### config.mk
export PLATFORM = sky130hd
export DESIGN_NAME = interval_timer
export DESIGN_NICKNAME = d
export VERILOG_FILES = /design/src/rtl/interval_timer.sv
export SDC_FILE = /design/constraint.sdc
export NUM_CORES = 1
export LEC_CHECK = 0
export ABC_AREA = 1
export CAP_MARGIN = 0
export CORE_ASPECT_RATIO = 1.5
export CORE_MARGIN = 5
export CORE_UTILIZATION = 23
export CTS_BUF_LIST = sky130_fd_sc_hd__clkbuf_4 sky130_fd_sc_hd__clkbuf_8
export DETAILED_ROUTE_END_ITERATION = 8
export HOLD_SLACK_MARGIN = 0.1
export PLACE_DENSITY = 0.39
export SLEW_MARGIN = 30
export SYNTH_ARGS = -nofsm -noshare
export SYNTH_HDL_FRONTEND = slang
export SYNTH_SLANG_ARGS = --single-unit
### constraint.sdc
create_clock -name clk -period 3.5 [get_ports clk]
set_input_delay 0.525 -clock clk [delete_from_list [all_inputs] [get_ports clk]]
set_output_delay 0.525 -clock clk [all_outputs]
set_load 0.01 [all_outputs]
### src/rtl/interval_timer.sv
// interval_timer: countdown timer serving the traffic-light controller.
// Holds base / extended / yellow second-counts and produces a one-cycle
// registered expiry pulse, a one-per-second tick while counting and the
// seconds remaining. Contains its own seconds divider.
//
// Handshake: none of the inputs use valid/ready. reprogramInp is a plain
// per-cycle write strobe, and enableTimer is a level that only gates the
// reload after an expiry. Every output is a flop; no input reaches an
// output combinationally.
module interval_timer #(
   parameter int TICK_DIV = 50000000,
   parameter int CNT_W    = 4,
   parameter int BASE_DEF = 6,
   parameter int EXT_DEF  = 3,
   parameter int YEL_DEF  = 2
) (
   input  logic             clk,
   input  logic             globalReset,
   input  logic             enableTimer,
   input  logic [1:0]       intervalSel,
   input  logic             reprogramInp,
   input  logic [1:0]       timeParamSel,
   input  logic [CNT_W-1:0] timeValue,
   output logic             expired,
   output logic             oneHzTick,
   output logic [CNT_W-1:0] remaining,
   output logic [1:0]       dbg_state_o
);

   localparam int DIV_W = (TICK_DIV > 1) ? $clog2(TICK_DIV) : 1;

   typedef enum logic [1:0] {
      ST_LOAD   = 2'd0,
      ST_COUNT  = 2'd1,
      ST_EXPIRE = 2'd2,
      ST_IDLE   = 2'd3
   } state_t;

   state_t           state_q;
   logic             startup_q;
   logic [DIV_W-1:0] div_q;
   logic [CNT_W-1:0] remaining_q;
   logic             expired_q;
   logic             tick_q;
   logic [CNT_W-1:0] base_q;
   logic [CNT_W-1:0] ext_q;
   logic [CNT_W-1:0] yel_q;

   logic [CNT_W-1:0] sel_raw_d;
   logic [CNT_W-1:0] load_val_d;

   // Interval chosen by intervalSel (11 falls back to base); a zero
   // interval is coerced to one second so the count always terminates.
   always_comb begin
      sel_raw_d = base_q;
      case (intervalSel)
         2'b01:   sel_raw_d = ext_q;
         2'b10:   sel_raw_d = yel_q;
         default: sel_raw_d = base_q;
      endcase
      load_val_d = (sel_raw_d == '0) ? CNT_W'(1) : sel_raw_d;
   end

   // Timer FSM, divider, interval registers and registered outputs.
   always_ff @(posedge clk) begin
      if (globalReset) begin
         state_q     <= ST_LOAD;
         startup_q   <= 1'b1;
         div_q       <= '0;
         remaining_q <= '0;
         expired_q   <= 1'b0;
         tick_q      <= 1'b0;
         base_q      <= CNT_W'(BASE_DEF);
         ext_q       <= CNT_W'(EXT_DEF);
         yel_q       <= CNT_W'(YEL_DEF);
      end else if (reprogramInp) begin
         // A reprogram also throws away the running countdown and restarts
         // as if from power-up, matching the controller's own restart.
         case (timeParamSel)
            2'b00:   base_q <= timeValue;
            2'b01:   ext_q  <= timeValue;
            2'b10:   yel_q  <= timeValue;
            default: ;
         endcase
         state_q   <= ST_LOAD;
         startup_q <= 1'b1;
         div_q     <= '0;
         expired_q <= 1'b0;
         tick_q    <= 1'b0;
      end else begin
         expired_q <= 1'b0;
         tick_q    <= 1'b0;
         case (state_q)
            ST_LOAD: begin
               remaining_q <= load_val_d;
               div_q       <= '0;
               state_q     <= ST_COUNT;
            end
            ST_COUNT: begin
               if (div_q == DIV_W'(TICK_DIV - 1)) begin
                  div_q       <= '0;
                  tick_q      <= 1'b1;
                  remaining_q <= remaining_q - CNT_W'(1);
                  if (remaining_q == CNT_W'(1)) begin
                     state_q   <= ST_EXPIRE;
                     expired_q <= 1'b1;
                  end
               end else begin
                  div_q <= div_q + DIV_W'(1);
               end
            end
            ST_EXPIRE: begin
               startup_q <= 1'b0;
               state_q   <= enableTimer ? ST_LOAD : ST_IDLE;
            end
            ST_IDLE: begin
               if (enableTimer || startup_q) state_q <= ST_LOAD;
            end
            default: state_q <= ST_LOAD;
         endcase
      end
   end

   assign expired     = expired_q;
   assign oneHzTick   = tick_q;
   assign remaining   = remaining_q;
   assign dbg_state_o = state_q;

endmodule

Word-level counts from Yosys, hierarchy flattened --
Cells that the tools add are included.
Word-level totals: bits in writable memories 0, memories 0, latch bits 0, bits of input ports 12, flip-flop bits (word level) 47, memory bits (read-only) 0
Operators by class: muxes and demuxes 13, add/sub/neg operators 2, $lt $le $gt $ge 0, shift-type cells 0, bitwise operators 3, multipliers 0, equality and inequality tests 12, divide/modulo/power cells 0, reduce and logical (&&, ||, !) cells 13
Operators by type and width (number):
- $pmux W26 S2 | 1
- $add A26 B1 Y26 const B | 1
- $eq A26 B26 Y1 const B | 1
- $mux W26 | 1
- $pmux W4 S2 | 2
- $eq A2 B2 Y1 const B | 4
- $mux W2 | 4
- $mux W4 | 2
- $pmux W2 S4 | 1
- $eq A2 B1 Y1 const B | 3
- $ne A2 B2 Y1 const B | 3
- $reduce_and A2 Y1 | 3
- $reduce_and A3 Y1 | 2
- $eq A4 B1 Y1 const B | 1
- $logic_not A2 Y1 | 2
- $logic_not A4 Y1 | 1
- $reduce_or A4 Y1 | 1
- $sub A4 B1 Y4 const B | 1
- $not A1 Y1 | 3
- $reduce_or A3 Y1 | 1
- $mux W1 | 2
- $reduce_bool A2 Y1 | 1
- $reduce_or A2 Y1 | 1
- $logic_or A1 B1 Y1 | 1

Logic depth before layout (Yosys ltp) --
word-level depth 5, mapped depth 11, mapped depth without buffers 11

Least setup slack after synthesis --
OpenSTA, ideal clock, no wires.
path kind input-to-reg, from in intervalSel[0], to reg remaining_q[0] (netlist: remaining[0]), buffers on the path 0, required time 3.385 ns, arrival 1.560 ns, setup slack 1.825 ns, setup time 0.115 ns, cell stages on the path 10, cell sequence inv_1 ha_1 inv_1 or2_2 nand3_1 o21ai_0 nor2_1 nand3_1 nand2_1 nor2_1
Between the ends: longest elaborated chain between the ends 5
RTL lines:
- start: declaration | RTL line 20 | input logic [1:0] intervalSel,
- $eq A2 B2 Y1 or $eq A2 B1 Y1 (tied branches) | RTL line 56 | case (intervalSel)
- $pmux W4 S2 * | RTL line 56
- $logic_not A4 Y1 | RTL line 61 | load_val_d = (sel_raw_d == '0) ? CNT_W'(1) : sel_raw_d;
- $mux W4 * | RTL line 61
- $pmux W4 S2 * | RTL line 93 | case (state_q)
- end signal: assignment | RTL line 95 | remaining_q <= load_val_d;
- end signal: assignment | RTL line 103 | remaining_q <= remaining_q - CNT_W'(1);
- end: declaration | RTL line 42 | logic [CNT_W-1:0] remaining_q;
Every way passes the cells marked *; elsewhere a longest branch is shown, timed or not. A chain may end at the register's enable or synchronous reset.

Worst setup path after layout --
Ends and elaborated chain as after synthesis.

==> flow_summary_export.csv <==
group,metric,value,unit
routing,wl_per_cell,13.0,um
yosys,ys.flop_type,"dfxtp_1",
placement,io_buffers,19,
timing,slew_viol_final,0,
global_route,use_met2,22.0,%
timing,period_share,56.0,%
min_path,hold_depth,2,
min_path,worstHoldStart,"base_q[2]",
timing,fmax,0.510,GHz
yosys,synth_cell_types,28,
yosys,yosys.area.top_type_share,33.3,%
timing,setup_ws,1.54,ns
global_route,grt_pass1_vias,2902,
setup_path,rrSetupSlack,1.69,ns
global_route,grt_overflow,0,
setup_path,r2r_cells,10,
setup_path,crit_chain,"clkdlybuf4s50_1 -> inv_1 -> ha_1 -> inv_1 -> or2_2 -> nand3_1 -> o21ai_0 -> nor2_1 -> nand3_1 -> nand2_1 -> nor2_1",
placement,place.gp.congestion,0.774,
power,p_seq_share,50.0,%
global_route,grt_start_max_net_pins,28,
power,p_comb_share,11.3,%
routing,detail_route.first_pass.iterations,4,
floorplan,row_count,49,
power,p_total,1.11,mW
finish,finalNetCount,488,
global_route,grt_use_met3,2.16,%
setup_path,cp_data_required_time,3.71,ns
yosys,synth_area_leaders,"dfxtp_1, nand2_1, nand3_1",
floorplan,start_util,23.5,%
floorplan,dieArea,14600,um^2
power,internal_power,0.828,mW
power,p_leak,1.19,nW
setup_path,worstReg2RegStart,"div_q[0]",
routing,via_per_inst,4.46,
timing,finalSetupViolCount,0,
timing,hold_viol,0,
setup_path,slowest_stage,"clkdlybuf4s50_1",
routing,dr.first_iter.drc_count,145,
setup_path,crit_type,"in -> reg",
yosys,syn_nets,468,
finish,layout-drive-gt1-share,9.53,%
min_path,holdCritPathClass,"reg -> reg",
finish,fin_util,27.4,%
clocking,numCtsBuffers,5,
clocking,clockRootBuffer,"clkbuf_8",
floorplan,core_area,12000,um^2
flow_run,max_cap_viol_count,0,
yosys,yosys.area.top_type,"dfxtp_1",
routing,drc,0,
yosys,yosysWarnings,0,
yosys,async_flop_share,0,%
global_route,grt_pass1_wl,13800,um
setup_path,cp.arrival,2.17,ns
yosys,synth_seq_cells,47,
yosys,avgSynthCellArea,6.26,um^2
yosys,synth_cells,451,
setup_path,cp-end-kind,"register",
power,swShare,25.6,%
routing,totalWireLength,8110,um
timing,rsz0062_at_grt,"false",
clocking,clockBufferDepth,2,
yosys,seq_area_frac_synth,33.3,%
setup_path,cpPeakStageDelay,0.48,ns
setup_path,worstReg2RegEnd,"div_q[23]",
power,power_density,337,nW/um^2
clocking,clk_pin_slew,0.09,ns
clocking,post_cts_buffers,0,
power,p_clk_share,38.7,%
placement,dp_hpwl,6140,um
global_route,antenna_found_initial,0,
clocking,hold_buffers,0,
floorplan,die_y,146,um
timing,fin_setup_tns,0,ns
setup_path,crit_fanout,7,
routing,detail-route-antenna-nets,0,
yosys,synthesis.area,2820,um^2
clocking,clock_latency,0.31,ns
power,p_switching,0.285,mW
setup_path,critPathLaunchType,"input pin",
routing,vias,2787,
global_route,grt_busiest_layer,"met2",
clocking,cts_sinks,47,
clocking,post_cts_resized,0,
floorplan,boundaryPins,20,
clocking,cts_tree,"done",
timing,finalCriticalPeriod,1.96,ns
setup_path,crit_path_start,"intervalSel[0]",
finish,antenna_cells,0,
floorplan,die_w,100,um
global_route,grtUsageMet1,12.9,%
yosys,synth_edf_count,0,
timing,worst_pin_slew,0.840,ns
global_route,track_usage,11.8,%
placement,post-place-ws,1.18,ns
clocking,h-tree-depth,2,
outcome,status,"finished, final reports clean",
power,ir_drop,0.000114,V
timing,fin_skew,0.00866,ns
finish,syn_to_final_growth,16.9,%
min_path,whs_endpoint,"base_q[2]",
timing,slew_headroom,43.9,%
logic make-up (layout without fill, tap and decap cells):
group	Yosys count	after routing	share of synthesized area, %
compound gates	57	57	10.5
xor+xnor	4	4	1.24
fa+ha+maj	5	5	2.22
buf+inv	56	77	7.89
flops	47	47	33.3
simple gates	282	282	44.8
layer usage:
metal  share of wire, %  vias to the layer above  wire length, um
met1                 42                     1245             3380
met2                 53                       43             4310
met3                2.2                       16              179
met5                  0                        -                0
li1                   -                     1483                -
met4                3.1                        0              250
how the worst max path moves through the flow:
stage,end,slack [ns],depth (start not counted)
3_5_place_dp,remaining[0],1.18,11
3_3_place_gp,remaining[0],1.19,11
5_1_grt,remaining[0],1.34,12
6_report,remaining[0],1.54,11
2_1_floorplan,remaining[0],1.83,10
4_1_cts,remaining[0],1.53,11
power by group through the flow:
stage | Combinational (mW) | Clock, mW | Sequential [mW]
after floorplan | 0.0754 | 0 | 0.568
after global placement | 0.127 | 0 | 0.569
after detailed placement | 0.128 | 0 | 0.569
after CTS | 0.128 | 0.452 | 0.557
after global routing | 0.144 | 0.470 | 0.558
final | 0.125 | 0.430 | 0.557
final cells by class:
class | instances | area [um^2]
inverters | 47 | 176
multi-input cells | 348 | 1660
clock buffers | 6 | 82.6
flip-flops and latches | 47 | 941
fillers | 1410 | 8720
well taps | 153 | 191
clock inverters | 2 | 35.0
repair buffers | 22 | 213
layout by cell type (no fill, tap or decap), drive strengths merged, types with 2 or more instances in the layout:
master	count
nor3	7
or2	5
clkdlybuf4s50	19
xor2	4
clkbuf	6
o21bai	2
nor2	56
inv	46
ha	5
a21oi	35
nand4	7
buf	3
o21ai	19
nand3	50
dfxtp	47
nand2	156
clkinv	2
worst max-delay path, delay by kind of cell:
family,cells,cell delay (ns)
adders and majority gates,1,0.30
AOI/OAI and AO/OA,1,0.08
buffers and inverters,3,0.63
and+or+nand+nor,6,0.64
cell usage after synthesis, drive strengths merged, types with 5 or more instances:
| master | count |
|---|---|
| nor3 | 7 |
| nand2 | 156 |
| a21oi | 35 |
| dfxtp | 47 |
| buf | 5 |
| nand3 | 50 |
| or2 | 5 |
| nand4 | 7 |
| ha | 5 |
| o21ai | 19 |
| nor2 | 56 |
| inv | 46 |
flip-flops by register name, indices dropped and copies added, names as in the netlist:
name and flops:
yel_q 4, div_q 26, expired 1, oneHzTick 1, startup_q 1, ext_q 4
base_q 4, dbg_state_o 2, remaining 4
per-stage QoR:
stage	hold slack, ns	cell area [um^2]	instances
2_1_floorplan	0.421	2820	451
3_3_place_gp	0.450	3180	617
3_5_place_dp	0.446	3180	617
4_1_cts	0.470	3300	625
5_1_grt	0.500	3300	625
6_report	0.466	3300	625
Note: power is estimated with default switching activity, not from simulation.
